==> src/rtl/dmem_arbiter_if.sv <==
// Bus bundle between the MEM-stage core, the external loader/debug port and the data memory.
interface dmem_arbiter_if #(
  parameter int unsigned DATA_W     = 32,
  parameter int unsigned DM_ADDRESS = 9
);
  // core side
  logic                  core_rd;
  logic                  core_wr;
  logic [DM_ADDRESS-1:0] core_addr;
  logic [DATA_W-1:0]     core_wdata;
  logic [2:0]            core_func3;
  logic [DATA_W-1:0]     core_rdata;
  logic                  core_stall;
  // external requester side
  logic                  ext_req;
  logic                  ext_we;
  logic [DM_ADDRESS-1:0] ext_addr;
  logic [DATA_W-1:0]     ext_wdata;
  logic [2:0]            ext_func3;
  logic                  ext_gnt;
  logic [DATA_W-1:0]     ext_rdata;
  logic                  ext_rvalid;
  // memory side
  logic                  mem_rd;
  logic                  mem_wr;
  logic [DM_ADDRESS-1:0] mem_addr;
  logic [DATA_W-1:0]     mem_wdata;
  logic [2:0]            mem_func3;
  logic [DATA_W-1:0]     mem_rdata;
  // status
  logic [3:0]            wait_cnt;

  // arbiter view
  modport slave (
    input  core_rd, core_wr, core_addr, core_wdata, core_func3,
    input  ext_req, ext_we, ext_addr, ext_wdata, ext_func3,
    input  mem_rdata,
    output core_rdata, core_stall,
    output ext_gnt, ext_rdata, ext_rvalid,
    output mem_rd, mem_wr, mem_addr, mem_wdata, mem_func3,
    output wait_cnt
  );

  // environment view (requesters and memory)
  modport master (
    output core_rd, core_wr, core_addr, core_wdata, core_func3,
    output ext_req, ext_we, ext_addr, ext_wdata, ext_func3,
    output mem_rdata,
    input  core_rdata, core_stall,
    input  ext_gnt, ext_rdata, ext_rvalid,
    input  mem_rd, mem_wr, mem_addr, mem_wdata, mem_func3,
    input  wait_cnt
  );
endinterface

==> src/rtl/dmem_arbiter.sv <==
// Data-memory port arbiter: the core has priority, an external requester
// is force-granted after MAX_WAIT consecutive denied cycles.
module dmem_arbiter #(
  parameter int unsigned DATA_W     = 32,
  parameter int unsigned DM_ADDRESS = 9,
  parameter int unsigned MAX_WAIT   = 4
) (
  input  logic          clk,
  input  logic          reset,
  dmem_arbiter_if.slave bus
);

  localparam int unsigned CNT_W = 4;

  logic [CNT_W-1:0]  wait_cnt_q, wait_cnt_d;
  logic              ext_rvalid_q, ext_rvalid_d;
  logic [DATA_W-1:0] ext_rdata_q, ext_rdata_d;

  logic core_req_c;
  logic starved_c;
  logic ext_gnt_c;
  logic ext_rd_c;

  // Grant decision; reset suppresses any external grant.
  always_comb begin
    core_req_c = bus.core_rd | bus.core_wr;
    starved_c  = (wait_cnt_q == CNT_W'(MAX_WAIT));
    ext_gnt_c  = !reset & bus.ext_req & (!core_req_c | starved_c);
    ext_rd_c   = ext_gnt_c & !bus.ext_we;
  end

  // Memory port mux; a core rd+wr collision is treated as a write.
  always_comb begin
    bus.mem_rd    = 1'b0;
    bus.mem_wr    = 1'b0;
    bus.mem_addr  = bus.core_addr;
    bus.mem_wdata = bus.core_wdata;
    bus.mem_func3 = bus.core_func3;
    if (ext_gnt_c) begin
      bus.mem_rd    = !bus.ext_we;
      bus.mem_wr    = bus.ext_we;
      bus.mem_addr  = bus.ext_addr;
      bus.mem_wdata = bus.ext_wdata;
      bus.mem_func3 = bus.ext_func3;
    end else begin
      bus.mem_rd = bus.core_rd & !bus.core_wr;
      bus.mem_wr = bus.core_wr;
    end
  end

  // Requester-facing outputs; only core_rdata sees mem_rdata combinationally.
  always_comb begin
    bus.ext_gnt    = ext_gnt_c;
    bus.core_stall = core_req_c & ext_gnt_c;
    bus.core_rdata = bus.mem_rdata;
    bus.ext_rdata  = ext_rdata_q;
    bus.ext_rvalid = ext_rvalid_q;
    bus.wait_cnt   = wait_cnt_q;
  end

  // Next-state: starvation counter and external read capture.
  always_comb begin
    wait_cnt_d   = wait_cnt_q;
    ext_rvalid_d = ext_rd_c;
    ext_rdata_d  = ext_rdata_q;
    if (ext_gnt_c || !bus.ext_req) begin
      wait_cnt_d = '0;
    end else if (!starved_c) begin
      wait_cnt_d = wait_cnt_q + CNT_W'(1);
    end
    if (ext_rd_c) begin
      ext_rdata_d = bus.mem_rdata;
    end
  end

  // State registers with synchronous reset; flags core rd+wr collisions.
  always_ff @(posedge clk) begin
    if (reset) begin
      wait_cnt_q   <= '0;
      ext_rvalid_q <= 1'b0;
      ext_rdata_q  <= '0;
    end else begin
      wait_cnt_q   <= wait_cnt_d;
      ext_rvalid_q <= ext_rvalid_d;
      ext_rdata_q  <= ext_rdata_d;
      assert (!(bus.core_rd && bus.core_wr))
        else $error("dmem_arbiter: core_rd and core_wr asserted together");
    end
  end

endmodule

==> src/flat_wrapper.sv <==
// flat-port wrapper written by rule: the top's interface ports become plain ports
module dmem_arbiter_flat 
#(
  parameter int unsigned DATA_W     = 32,
  parameter int unsigned DM_ADDRESS = 9,
  parameter int unsigned MAX_WAIT   = 4
)
  (clk, reset, bus_core_rd, bus_core_wr, bus_core_addr, bus_core_wdata, bus_core_func3, bus_ext_req, bus_ext_we, bus_ext_addr, bus_ext_wdata, bus_ext_func3, bus_mem_rdata, bus_core_rdata, bus_core_stall, bus_ext_gnt, bus_ext_rdata, bus_ext_rvalid, bus_mem_rd, bus_mem_wr, bus_mem_addr, bus_mem_wdata, bus_mem_func3, bus_wait_cnt);
  dmem_arbiter_if #(.DATA_W(DATA_W), .DM_ADDRESS(DM_ADDRESS)) bus_i ();
  input  logic clk;
  input  logic reset;
  input wire logic [$bits(bus_i.core_rd)-1:0] bus_core_rd;
  input wire logic [$bits(bus_i.core_wr)-1:0] bus_core_wr;
  input wire logic [$bits(bus_i.core_addr)-1:0] bus_core_addr;
  input wire logic [$bits(bus_i.core_wdata)-1:0] bus_core_wdata;
  input wire logic [$bits(bus_i.core_func3)-1:0] bus_core_func3;
  input wire logic [$bits(bus_i.ext_req)-1:0] bus_ext_req;
  input wire logic [$bits(bus_i.ext_we)-1:0] bus_ext_we;
  input wire logic [$bits(bus_i.ext_addr)-1:0] bus_ext_addr;
  input wire logic [$bits(bus_i.ext_wdata)-1:0] bus_ext_wdata;
  input wire logic [$bits(bus_i.ext_func3)-1:0] bus_ext_func3;
  input wire logic [$bits(bus_i.mem_rdata)-1:0] bus_mem_rdata;
  output wire logic [$bits(bus_i.core_rdata)-1:0] bus_core_rdata;
  output wire logic [$bits(bus_i.core_stall)-1:0] bus_core_stall;
  output wire logic [$bits(bus_i.ext_gnt)-1:0] bus_ext_gnt;
  output wire logic [$bits(bus_i.ext_rdata)-1:0] bus_ext_rdata;
  output wire logic [$bits(bus_i.ext_rvalid)-1:0] bus_ext_rvalid;
  output wire logic [$bits(bus_i.mem_rd)-1:0] bus_mem_rd;
  output wire logic [$bits(bus_i.mem_wr)-1:0] bus_mem_wr;
  output wire logic [$bits(bus_i.mem_addr)-1:0] bus_mem_addr;
  output wire logic [$bits(bus_i.mem_wdata)-1:0] bus_mem_wdata;
  output wire logic [$bits(bus_i.mem_func3)-1:0] bus_mem_func3;
  output wire logic [$bits(bus_i.wait_cnt)-1:0] bus_wait_cnt;
  assign bus_i.core_rd = bus_core_rd;
  assign bus_i.core_wr = bus_core_wr;
  assign bus_i.core_addr = bus_core_addr;
  assign bus_i.core_wdata = bus_core_wdata;
  assign bus_i.core_func3 = bus_core_func3;
  assign bus_i.ext_req = bus_ext_req;
  assign bus_i.ext_we = bus_ext_we;
  assign bus_i.ext_addr = bus_ext_addr;
  assign bus_i.ext_wdata = bus_ext_wdata;
  assign bus_i.ext_func3 = bus_ext_func3;
  assign bus_i.mem_rdata = bus_mem_rdata;
  assign bus_core_rdata = bus_i.core_rdata;
  assign bus_core_stall = bus_i.core_stall;
  assign bus_ext_gnt = bus_i.ext_gnt;
  assign bus_ext_rdata = bus_i.ext_rdata;
  assign bus_ext_rvalid = bus_i.ext_rvalid;
  assign bus_mem_rd = bus_i.mem_rd;
  assign bus_mem_wr = bus_i.mem_wr;
  assign bus_mem_addr = bus_i.mem_addr;
  assign bus_mem_wdata = bus_i.mem_wdata;
  assign bus_mem_func3 = bus_i.mem_func3;
  assign bus_wait_cnt = bus_i.wait_cnt;
  dmem_arbiter #(.DATA_W(DATA_W), .DM_ADDRESS(DM_ADDRESS), .MAX_WAIT(MAX_WAIT)) u_core (.clk(clk), .reset(reset), .bus(bus_i));
endmodule
==> config.mk <==
export PLATFORM = sky130hd
export DESIGN_NAME = dmem_arbiter_flat
export DESIGN_NICKNAME = d
export VERILOG_FILES = /design/src/rtl/dmem_arbiter_if.sv /design/src/rtl/dmem_arbiter.sv /design/src/flat_wrapper.sv
export SDC_FILE = /design/constraint.sdc
export NUM_CORES = 1
export LEC_CHECK = 0
export CORE_AREA = 2 2 94 96
export CTS_BUF_LIST = sky130_fd_sc_hd__clkbuf_4 sky130_fd_sc_hd__clkbuf_8 sky130_fd_sc_hd__clkbuf_16
export DETAILED_ROUTE_END_ITERATION = 10
export DIE_AREA = 0 0 96 98
export DONT_BUFFER_PORTS = 1
export HOLD_SLACK_MARGIN = 0.08
export PLACE_DENSITY_LB_ADDON = 0.3
export SLEW_MARGIN = 20
export SYNTH_ARGS = -nofsm -noshare
export SYNTH_HDL_FRONTEND = slang
export SYNTH_SLANG_ARGS = --single-unit
export TNS_END_PERCENT = 20
==> constraint.sdc <==
create_clock -name clk -period 2.7 [get_ports clk]
set_clock_uncertainty 0.2 [all_clocks]
set_input_delay 0.54 -clock clk [delete_from_list [all_inputs] [get_ports clk]]
set_output_delay 0.54 -clock clk [all_outputs]
set_load 0.03 [all_outputs]
After elaboration in Yosys (flattened, before gate mapping)
Index checks and enable logic that the tools add are counted.
{"block": "totals", "reg_bits": 37, "latch_bits": 0, "ram_bits": 0, "mem_bits_ro": 0, "input_bits": 126, "wordCells": 24, "n_memories": 0}
{"block": "classes", "n_addsub": 1, "n_mul": 0, "div_mod_pow": 0, "n_lt_le_gt_ge": 0, "n_eq_ne": 1, "shifts": 0, "mux": 5, "n_bitwise": 7, "reduce_logical": 7}
{"op": "2-to-1 mux 32 bit", "count": 1}
{"op": "2-to-1 mux 9 bit", "count": 1}
{"op": "AND 1 bit", "count": 5}
{"op": "zero test 1 bit", "count": 5}
{"op": "adder 4 x 1 -> 4 bit (second input constant)", "count": 1}
{"op": "== test 4 x 3 -> 1 bit (second input constant)", "count": 1}
{"op": "2-to-1 mux 3 bit", "count": 1}
{"op": "2-to-1 mux 1 bit", "count": 2}
{"op": "OR 1 bit", "count": 2}
{"op": "OR reduction 2 bit", "count": 1}
{"op": "logical OR 1 bit", "count": 1}

Logic depth before layout (Yosys ltp)
Gate-level depths: netlist of the first run.
{"block": "logic_depth", "depth_word": 6, "mapped_depth": 7}

Worst setup path before layout of the first run
No wires, ideal clock.
{"block": "synth_timing", "path_type": "reg-to-output", "from": "reg u_core.wait_cnt_q[0], in the netlist u_core.bus.wait_cnt[0]", "to": "out bus_mem_addr[2]", "t_arrival_ps": 2004, "t_required_ps": 1960, "setup_slack_ps": -44, "path_stages_with_launch": 8, "n_path_buf": 2, "cell_sequence": "dfxtp_1 -> inv_1 -> ha_1 -> and3b_1 -> buf_6 -> o21ai_4 -> buf_8 -> mux2_4"}
{"block": "synth_via", "elab_chain_len": 4}
{"element": "start: declaration", "line_no": "dmem_arbiter.sv:15", "source": "logic [CNT_W-1:0] wait_cnt_q, wait_cnt_d;"}
{"element": "start signal: assignment", "line_no": "dmem_arbiter.sv:83", "source": "wait_cnt_q <= wait_cnt_d;"}
{"element": "== test 4 x 3 -> 1 bit", "line_no": "dmem_arbiter.sv:27", "source": "starved_c = (wait_cnt_q == CNT_W'(MAX_WAIT));"}
{"element": "OR 1 bit", "line_no": "dmem_arbiter.sv:28", "source": "ext_gnt_c = !reset & bus.ext_req & (!core_req_c | starved_c);"}
{"element": "AND 1 bit", "line_no": "dmem_arbiter.sv:28"}
{"element": "2-to-1 mux 9 bit", "line_no": "dmem_arbiter.sv:39", "source": "if (ext_gnt_c) begin"}
{"element": "end: declaration", "line_no": "flat_wrapper.sv:30", "source": "output wire logic [$bits(bus_i.mem_addr)-1:0] bus_mem_addr;"}
Every way passes these cells.

Worst setup path in the final report of the first run
{"block": "layout_timing", "from": "reg u_core.wait_cnt_q[0], in the netlist u_core.bus.wait_cnt[0]", "to": "out bus_mem_wdata[9]"}
{"block": "layout_via", "elab_chain_len": 4}
{"element": "== test 4 x 3 -> 1 bit", "line_no": "dmem_arbiter.sv:27"}
{"element": "OR 1 bit", "line_no": "dmem_arbiter.sv:28"}
{"element": "AND 1 bit", "line_no": "dmem_arbiter.sv:28"}
{"element": "2-to-1 mux 32 bit", "line_no": "dmem_arbiter.sv:39"}
{"element": "end: declaration", "line_no": "flat_wrapper.sv:31", "source": "output wire logic [$bits(bus_i.mem_wdata)-1:0] bus_mem_wdata;"}
Every way passes these cells.

==> results of run 1 <==
==> metrics by stage <==
step / util (%) / instances
after floorplan: - / 336
after global routing: 35.69 / 410
after global placement: 32.60 / 394
after CTS: 34.78 / 406
after detailed placement: 32.60 / 394
final: 35.69 / 410
==> placed cells by master, fill, tap and decap left out, types with 2 or more instances in the layout <==
cell       instances
nand3_1           66
mux2_4            44
dfxtp_1           35
nand2_1           34
o2111ai_1         32
nor2b_1           32
buf_4             14
nor2_1             5
clkbuf_8           5
inv_1              3
inv_2              2
nand2b_1           2
clkinv_2           2
buf_16             2
clkbuf_16          2
buf_6              2
dfxtp_2            2
==> routing by layer <==
| layer | wire length, um | vias to the layer above |
|---|---|---|
| met2 | 4683 | 146 |
| met1 | 3777 | 1187 |
| li1 | - | 1094 |
| met5 | 0 | - |
| met3 | 827 | 8 |
| met4 | 82 | 0 |
==> path summary, 6_finish.rpt <==
kind | slack [ns] | from | endpoint | depth (start not counted)
setup / recovery | 0.009 | u_core.bus.wait_cnt[0]$_SDFFE_PP0P_ | bus_mem_wdata[9] | 7
hold / removal | 0.14 | bus_ext_we | u_core.bus.ext_rvalid$_SDFF_PP0_ | 1
setup reg to reg | 0.93 | u_core.bus.wait_cnt[0]$_SDFFE_PP0P_ | u_core.bus.wait_cnt[0]$_SDFFE_PP0P_ | 7
hold reg to reg | 0.44 | u_core.bus.wait_cnt[0]$_SDFFE_PP0P_ | u_core.bus.wait_cnt[0]$_SDFFE_PP0P_ | 2
==> area by class of cell <==
type | instances | area [um^2] | share of cell area [%]
Clock buffer | 5 | 68.82 | 2.277
Inverter | 5 | 18.77 | 0.6211
Multi-Input combinational cell | 231 | 1785 | 59.09
Tap cell | 108 | 135.1 | 4.472
Timing Repair Buffer | 21 | 252.7 | 8.364
Sequential cell | 37 | 743.2 | 24.60
Clock inverter | 3 | 17.52 | 0.5797
==> power groups by stage <==
stage / sequential [W] / combinational, W / clock, W
3_3_place_gp: 0.000665 / 0.000298 / 0
4_1_cts: 0.000652 / 0.000313 / 0.000409
3_5_place_dp: 0.000665 / 0.000300 / 0
2_1_floorplan: 0.000660 / 0.000358 / 0
5_1_grt: 0.000655 / 0.000339 / 0.000432
6_report: 0.000652 / 0.000320 / 0.000397
==> cell families after synthesis <==
logic type	synth area share (%)
compound gates	11.06
xor+xnor	0.6002
buf+inv	14.66
mux	21.99
simple gates	25.46
fa+ha+maj	0.8571
flops	25.38
==> sequential cells by signal, summed over array words and instances, names as in the netlist <==
name	count
u_core.bus.ext_rdata	32
u_core.bus.ext_rvalid	1
u_core.bus.wait_cnt	4
==> what timing repair did <==
item                       4_1_cts  5_1_grt
gates resized for setup          7        7
cloned                           2        2
setup endpoints to repair       36       47
pin swaps                        1        1
setup buffers                    2        2
==> flow_summary.json, run 1 <==
{
  "status": "finished clean",
  "synth_seq_cells": 37,
  "dp_hpwl_um": 6543,
  "p_sw_share_pct": 36.03,
  "netlist.top_cell.by_area": "dfxtp_1",
  "p_leak_nw": 1.326,
  "cts_hold_buffers": 0,
  "core_area_um2": 8466,
  "synthDominantCellAreaShare_pct": 25.38,
  "cap_violations": 0,
  "synthTopCellsByCount": "66 x nand3_1, 39 x mux2_4, 37 x dfxtp_1",
  "slowest_stage": "mux2_4",
  "path_max_fanout": 11,
  "first_iter_violations": 146,
  "gr-usage-met1_pct": 23.69,
  "tightestPinTransition_ns": 0.6922,
  "crit_type": "flop to output pin",
  "cts_num_sinks": 37,
  "grt_setup_unrepaired": "yes",
  "track_usage_pct": 18.28,
  "setup-tns-final_ns": 0,
  "grt_util_met2_pct": 29.86,
  "crit_buf_inv": 3,
  "syn_area_um2": 2919,
  "crit_chain": "inv_2 > ha_4 > and3b_2 > o21ai_4 > buf_6 > clkbuf_16 > mux2_4",
  "area_growth_pct": 3.515,
  "dpl_cell_area_um2": 2760,
  "fmax_mhz": 371.6,
  "grt_max_degree": 36,
  "boundaryPins": 243,
  "cts_buffer_depth": 2,
  "cp-start-kind": "flop",
  "nNetsFinal": 429,
  "rows": 34,
  "path_delay_family": "buffers and inverters",
  "yosys_warnings": 0,
  "intPower_w": 0.0008749,
  "ys_top_cells_by_area": "dfxtp_1 25%, mux2_4 20%, nand3_1 11%",
  "h-tree-depth": 2,
  "combPwrFrac_pct": 23.4,
  "async_reset_ff_share_pct": 0,
  "gp_congestion": 0.7736,
  "report.final.slew_viol_count": 0,
  "ys_types": 29,
  "initial_utilization_pct": 34.48,
  "fin_ws_ns": 0.008779,
  "nFillCells": 863,
  "timing.slew.headroom_pct": 53.85,
  "insertion_delay_ns": 0.29,
  "via_count": 2435,
  "whs_ns": 0.1384,
  "cts_tree": "built",
  "finalSetupViolCount": 0,
  "grt_first_pass_wirelength_um": 13100,
  "synth-edff-count": 0,
  "drive_above_1_share_pct": 27.81,
  "syn_area_per_cell_um2": 8.688,
  "syn-num-nets": 464,
  "min_period_ns": 2.691,
  "use_met3_pct": 5.478,
  "ys_seq_area_share_pct": 25.38,
  "worstPathArrival_ns": 1.95,
  "root_buffer": "clkbuf_8",
  "top_usage_layer": "met2",
  "numPortBuffers": 0,
  "overflow": 0,
  "power_density_nw_per_um2": 452.7,
  "finalPower_w": 0.001368,
  "synth_most_common_cell": "nand3_1",
  "syn_inst": 336,
  "fin_area_um2": 3022,
  "worstPathRequired_ns": 1.96,
  "wl_per_cell_um": 22.85,
  "num_antenna_cells": 0,
  "dr.pass1.iters": 5,
  "pre_cts_ws_ns": 0.2401,
  "p_seq_share_pct": 47.6,
  "crit_path_end_kind": "output pin",
  "avgViaCountPerCell": 5.939,
  "cts_buffers": 5,
  "power_switching_w": 0.0004929,
  "die_w_um": 96,
  "ir_worst_vdd_mv": 0.1901,
  "drc_errors": 0,
  "die_y_um": 98,
  "antenna_found_initial": 0,
  "hold_viol": 0,
  "min_period_over_period_pct": 99.67,
  "critical_path.max_stage_delay_ns": 0.36,
  "ant_nets": 0,
  "drt-total-wl_um": 9370,
  "synth_flop_cell": "dfxtp_1",
  "grt_pass1_vias": 2269,
  "path_clk_slew_ns": 0.08,
  "hp-class": "primary input to flop",
  "die_area_um2": 9408,
  "p_clk_share_pct": 29.0
}
Note: power is estimated with default switching activity, not from simulation.
==> run 2, diff against run 1 <==
--- a/config.mk
+++ b/config.mk
@@ -12,6 +12,7 @@
 export DONT_BUFFER_PORTS = 1
 export HOLD_SLACK_MARGIN = 0.08
 export PLACE_DENSITY_LB_ADDON = 0.3
+export SETUP_SLACK_MARGIN = 0.1
 export SLEW_MARGIN = 20
 export SYNTH_ARGS = -nofsm -noshare
 export SYNTH_HDL_FRONTEND = slang
==> run 2 against run 1 <==
- the run now ends with negative setup slack left
- global-route usage grew 4.7 points
- critical path depth rose by 2
- combinational power increased by 8.4%
- final cell count increased by 2.2%
- worst setup slack worse by 0.021 ns
- worst hold slack gained 0.0037 ns
- cell area rose by 5.2%
- via count increased by 3.6%
- sequential share of layout area is 1.2 points lower
- non-clock buffer count increased by 9
- wire length is 22% higher
- first-iteration DRC count rose by 6.8%
- critical path type unchanged
- critical endpoint is now bus_mem_wdata[3]
- largest power group unchanged
==> flow_summary.json, run 2 (synthesis gave the netlist of run 1 again) <==
{
  "whs_ns": 0.1421,
  "finalSetupViolCount": 5,
  "power_density_nw_per_um2": 445.4,
  "grt_first_pass_wirelength_um": 16040,
  "die_y_um": 98,
  "insertion_delay_ns": 0.28,
  "fmax_mhz": 368.7,
  "utilization_pct": 37.54,
  "crit_type": "flop to output pin",
  "rows": 34,
  "report.final.slew_viol_count": 0,
  "status": "finished with violations",
  "first_iter_violations": 156,
  "initial_utilization_pct": 34.48,
  "core_area_um2": 8466,
  "root_buffer": "clkbuf_8",
  "antenna_found_initial": 1,
  "met2_wirelength_um": 5447,
  "cp-start-kind": "flop",
  "via_count": 2523,
  "cap_violations": 0,
  "reg2reg_from": "u_core.bus.wait_cnt[0]$_SDFFE_PP0P_",
  "cts_buffers": 5,
  "avgViaCountPerCell": 6.021,
  "path_clk_slew_ns": 0.07,
  "drc_errors": 0,
  "grt_max_degree": 36,
  "nFillCells": 881,
  "die_area_um2": 9408,
  "hp-start": "bus_ext_we",
  "hp-class": "primary input to flop",
  "overflow": 0,
  "largest_reg_flops": 32,
  "dr.pass1.iters": 5,
  "dp_hpwl_um": 8236,
  "dpl_cell_area_um2": 2753,
  "cts_num_sinks": 37,
  "tightestPinTransition_ns": 0.7058,
  "cts_buffer_depth": 2,
  "final_cell_mix": "66 x nand3_1, 44 x mux2_4, 35 x dfxtp_1",
  "worstPathArrival_ns": 1.97,
  "nNetsFinal": 438,
  "cts_tree": "built",
  "top_layer_used": "met5",
  "met3_length_um": 1329,
  "setup-tns-final_ns": -0.04768,
  "numPortBuffers": 0,
  "hold_viol": 0,
  "boundaryPins": 243,
  "drive_above_1_share_pct": 30.23,
  "violations": "negative setup slack",
  "ir_worst_vdd_mv": 0.2014,
  "track_usage_pct": 23.02,
  "die_w_um": 96,
  "gp_congestion": 0.9065,
  "ff2ff_path_depth": 7,
  "worstHoldPathCells": 1,
  "min_period_over_period_pct": 100.4,
  "num_antenna_cells": 0,
  "h-tree-depth": 2,
  "wl_met1_um": 4531,
  "drt-total-wl_um": 11460,
  "grt_pass1_vias": 2396,
  "holdPathEnd": "u_core.bus.ext_rvalid$_SDFF_PP0_",
  "r2r-end": "u_core.bus.wait_cnt[3]$_SDFFE_PP0P_",
  "path_max_fanout": 5,
  "wl_per_cell_um": 27.36,
  "r2r_slack_ns": 0.94,
  "crit_path_end_kind": "output pin",
  "fin_ws_ns": -0.01198,
  "area_growth_pct": 8.873,
  "timing.slew.headroom_pct": 52.95,
  "min_period_ns": 2.712,
  "mostFrequentLayoutCell": "nand3_1",
  "fin_area_um2": 3178,
  "ant_nets": 0,
  "grt_setup_unrepaired": "yes",
  "worstPathRequired_ns": 1.96,
  "p_leak_nw": 1.395
}
run 2: changes by cell type in the layout (fill, tap and decap cells not counted), sizes merged:
cell / delta
buf: +9
clkbuf: +2
clkinv: -2
clkinvlp: +1
inv: -1
run 2: how the worst max path moves through the flow:
stage	start	endpoint	slack (ns)	cells after the start
floorplan	u_core.bus.wait_cnt[0]$_SDFFE_PP0P_	bus_mem_addr[2]	0.11	7
global route	u_core.bus.wait_cnt[0]$_SDFFE_PP0P_	bus_mem_wdata[11]	-0.07	9
finish	u_core.bus.wait_cnt[0]$_SDFFE_PP0P_	bus_mem_wdata[3]	-0.01	9
global placement	u_core.bus.wait_cnt[0]$_SDFFE_PP0P_	bus_mem_addr[8]	0.29	6
detailed placement	u_core.bus.wait_cnt[0]$_SDFFE_PP0P_	bus_mem_addr[0]	0.26	6
CTS	u_core.bus.wait_cnt[0]$_SDFFE_PP0P_	bus_mem_wdata[24]	-0.02	8
run 2: stage by stage:
stage	setup WS, ns	total power, W	std cells
after floorplan	0.1070	0.001019	336
after global placement	0.2889	0.0009762	393
after detailed placement	0.2643	0.0009794	393
after CTS	-0.02317	0.001424	415
after global routing	-0.07054	0.001477	419
final	-0.01198	0.001416	419
run 2: power breakdown:
group	switching (W)	internal (W)	total, W
combinational	0.000215	0.000131	0.000347
clock	0.000214	0.000203	0.000417
sequential	0.0000761	0.000576	0.000652
run 2: cell type report:
cell class | count | area [um^2] | share of cell area [%]
Multi-Input combinational cell | 231 | 1785 | 56.18
Sequential cell | 37 | 743.2 | 23.39
Timing Repair Buffer | 30 | 400.4 | 12.60
Tap cell | 108 | 135.1 | 4.252
Clock buffer | 7 | 83.83 | 2.638
Inverter | 5 | 22.52 | 0.7087
Clock inverter | 1 | 7.507 | 0.2362
run 2: routing by layer:
| layer | up-vias | GRT usage, % |
|---|---|---|
| li1 | 1120 | - |
| met1 | 1234 | 28.92 |
| met2 | 154 | 36.86 |
| met3 | 13 | 9.722 |
| met4 | 2 | 4.396 |
| met5 | - | 0 |
run 2: critical path, cell delays in order, from the launching register on:
cell     delay (ns)
dfxtp_2        0.34
inv_2          0.04
ha_4           0.15
and3b_2        0.22
o21ai_4        0.15
buf_6          0.12
buf_6          0.10
buf_16         0.10
buf_8          0.11
mux2_4         0.35
run 2: timing repair:
item                       4_1_cts  5_1_grt
gates resized for setup         19        3
hold buffers                     0        0
setup endpoints to repair       47       48
buffers inserted                11        2
pin swaps                        3        2
cloned                           4        2
==> run 3, diff against run 2 <==
--- a/config.mk
+++ b/config.mk
@@ -5,15 +5,14 @@
 export SDC_FILE = /design/constraint.sdc
 export NUM_CORES = 1
 export LEC_CHECK = 0
-export CORE_AREA = 2 2 94 96
+export CORE_AREA = 5 5 92 94
 export CTS_BUF_LIST = sky130_fd_sc_hd__clkbuf_4 sky130_fd_sc_hd__clkbuf_8 sky130_fd_sc_hd__clkbuf_16
 export DETAILED_ROUTE_END_ITERATION = 10
-export DIE_AREA = 0 0 96 98
+export DIE_AREA = 0 0 97 99
 export DONT_BUFFER_PORTS = 1
 export HOLD_SLACK_MARGIN = 0.08
 export PLACE_DENSITY_LB_ADDON = 0.3
 export SETUP_SLACK_MARGIN = 0.1
-export SLEW_MARGIN = 20
 export SYNTH_ARGS = -nofsm -noshare
 export SYNTH_HDL_FRONTEND = slang
 export SYNTH_SLANG_ARGS = --single-unit
==> constraint.sdc (replaced) <==
create_clock -name clk -period 2.7 [get_ports clk]
set_clock_uncertainty 0.2 [all_clocks]
set_input_delay 0.54 -clock clk [delete_from_list [all_inputs] [get_ports clk]]
set_output_delay 0.54 -clock clk [all_outputs]
set_load 0.005 [all_outputs]
==> run 3 against run 2 <==
- the flow now finishes without violations
- global-route usage is 5.3 points lower
- critical endpoint is now bus_mem_wdata[1]
- fmax increased by 1.9%
- critical path depth is 2 lower
- highest routed layer is now met4
- utilization rose by 2.1 points
- clock-buffer cell count unchanged
- wire length is 17% lower
- sequential share of layout area rose by 1.4 points
==> flow_summary.json, run 3 (synthesis gave the netlist of run 1 again) <==
{
  "crit_path_end_kind": "output pin",
  "dp_hpwl_um": 6528,
  "grt_pass1_vias": 2340,
  "drc_errors": 0,
  "die_w_um": 97,
  "core_area_um2": 7567,
  "worstPathRequired_ns": 1.96,
  "overflow": 0,
  "path_clk_slew_ns": 0.07,
  "dr.pass1.iters": 4,
  "via_count": 2442,
  "combPwrFrac_pct": 16.6,
  "insertion_delay_ns": 0.28,
  "stdcell_count": 398,
  "avgViaCountPerCell": 6.136,
  "power_density_nw_per_um2": 446.6,
  "drt-total-wl_um": 9558,
  "fin_ws_ns": 0.03729,
  "final_cell_mix": "66 x nand3_1, 40 x mux2_4, 36 x dfxtp_1",
  "path_max_fanout": 6,
  "hold_viol": 0,
  "report.final.slew_viol_count": 0,
  "crit_type": "flop to output pin",
  "cts_buffers": 5,
  "intPower_w": 0.0009999,
  "cap_violations": 0,
  "grt_max_degree": 36,
  "gp_congestion": 0.7487,
  "cts_num_sinks": 37,
  "min_period_over_period_pct": 98.62,
  "worstPathArrival_ns": 1.92,
  "min_period_ns": 2.663,
  "pre_cts_ws_ns": 0.2042,
  "cts_hold_buffers": 0,
  "ant_nets": 0,
  "cts_buffer_depth": 2,
  "area_growth_pct": 2.829,
  "root_buffer": "clkbuf_8",
  "finalSetupViolCount": 0,
  "dpl.cell_count": 383,
  "die_area_um2": 9603,
  "h-tree-depth": 2,
  "num_antenna_cells": 0,
  "p_leak_nw": 1.299,
  "status": "finished clean",
  "numPortBuffers": 0,
  "p_seq_share_pct": 44.5,
  "cp-start-kind": "flop",
  "power_switching_w": 0.0003408,
  "wl_per_cell_um": 24.02,
  "grt_first_pass_wirelength_um": 13830,
  "initial_utilization_pct": 38.57,
  "p_sw_share_pct": 25.42,
  "nNetsFinal": 423,
  "tightestPinTransition_ns": 0.7011,
  "grt_setup_unrepaired": "yes",
  "first_iter_violations": 114,
  "antenna_found_initial": 0,
  "rows": 32,
  "largest_reg_flops": 32,
  "p_clk_share_pct": 38.9,
  "die_y_um": 99,
  "mostFrequentLayoutCell": "nand3_1",
  "ir_worst_vdd_mv": 0.1684,
  "finalPower_w": 0.001341,
  "track_usage_pct": 17.69,
  "timing.slew.headroom_pct": 53.26,
  "hp-class": "primary input to flop",
  "drive_above_1_share_pct": 25.68,
  "fmax_mhz": 375.6,
  "boundaryPins": 243,
  "cts_tree": "built"
}
==> run 3: cell types whose count changed in the layout (fill, tap and decap cells not counted), sizes merged <==
cell / previous run / this run
inv: 4 / 5
buf: 28 / 13
clkinvlp: 2 / 0
bufinv: 0 / 1
==> run 3: cell type report <==
type | count | area, um^2
fillers | 748 | 4566
multi-input cells | 231 | 1770
flip-flops and latches | 37 | 744.5
repair buffers | 15 | 220.2
well taps | 102 | 127.6
clock buffers | 7 | 90.09
clock inverters | 1 | 30.03
inverters | 5 | 18.77
==> run 3: repair_timing <==
item	4_1_cts	5_1_grt
pin swaps	1	1
gates cloned	2	3
buffers inserted	1	1
resized for setup	3	7
endpoints found under the setup margin	46	47
==> run 3: power groups by stage <==
stage          combinational [W]  sequential, W  clock [W]
3_3_place_gp            0.000201       0.000612          0
3_5_place_dp            0.000205       0.000611          0
4_1_cts                 0.000214       0.000599   0.000534
6_report                0.000222       0.000597   0.000521
2_1_floorplan           0.000217       0.000604          0
5_1_grt                 0.000240       0.000602   0.000557
==> run 3: path summary, 6_finish.rpt <==
path,start,to,slack [ns],depth (start not counted)
setup reg to reg,u_core.bus.wait_cnt[1]$_SDFFE_PP0P_,u_core.bus.wait_cnt[3]$_SDFFE_PP0P_,0.94,7
hold reg to reg,u_core.bus.wait_cnt[0]$_SDFFE_PP0P_,u_core.bus.wait_cnt[0]$_SDFFE_PP0P_,0.34,2
setup / recovery,u_core.bus.wait_cnt[1]$_SDFFE_PP0P_,bus_mem_wdata[1],0.04,7
hold / removal,bus_ext_we,u_core.bus.ext_rvalid$_SDFF_PP0_,0.13,1
==> run 3: routing by layer <==
| layer | wire length, um | vias to the layer above | global-route usage [%] |
|---|---|---|---|
| li1 | - | 1091 | - |
| met1 | 3911 | 1177 | 23.35 |
| met2 | 4490 | 158 | 26.96 |
| met3 | 1025 | 16 | 7.289 |
| met4 | 131 | 0 | 4.104 |
| met5 | 0 | - | 0 |
==> run 3: metrics by stage <==
step           utilization, %  cell area, um^2  setup TNS, ns  hold WS (ns)
2_1_floorplan               -             2919              0        0.2550
3_3_place_gp            35.85             2713              0        0.3351
3_5_place_dp            35.85             2713              0        0.3364
4_1_cts                 38.44             2909              0        0.1146
5_1_grt                 39.67             3002        -0.2805        0.1230
6_report                39.67             3002              0        0.1294
==> run 3: worst max-delay path, cell delays in order, from the launching register on <==
cell and delay, ns:
dfxtp_4 0.37, inv_2 0.05, ha_4 0.15, and3b_2 0.24, o21ai_4 0.17, buf_12 0.16
clkbuf_16 0.17, mux2_4 0.32
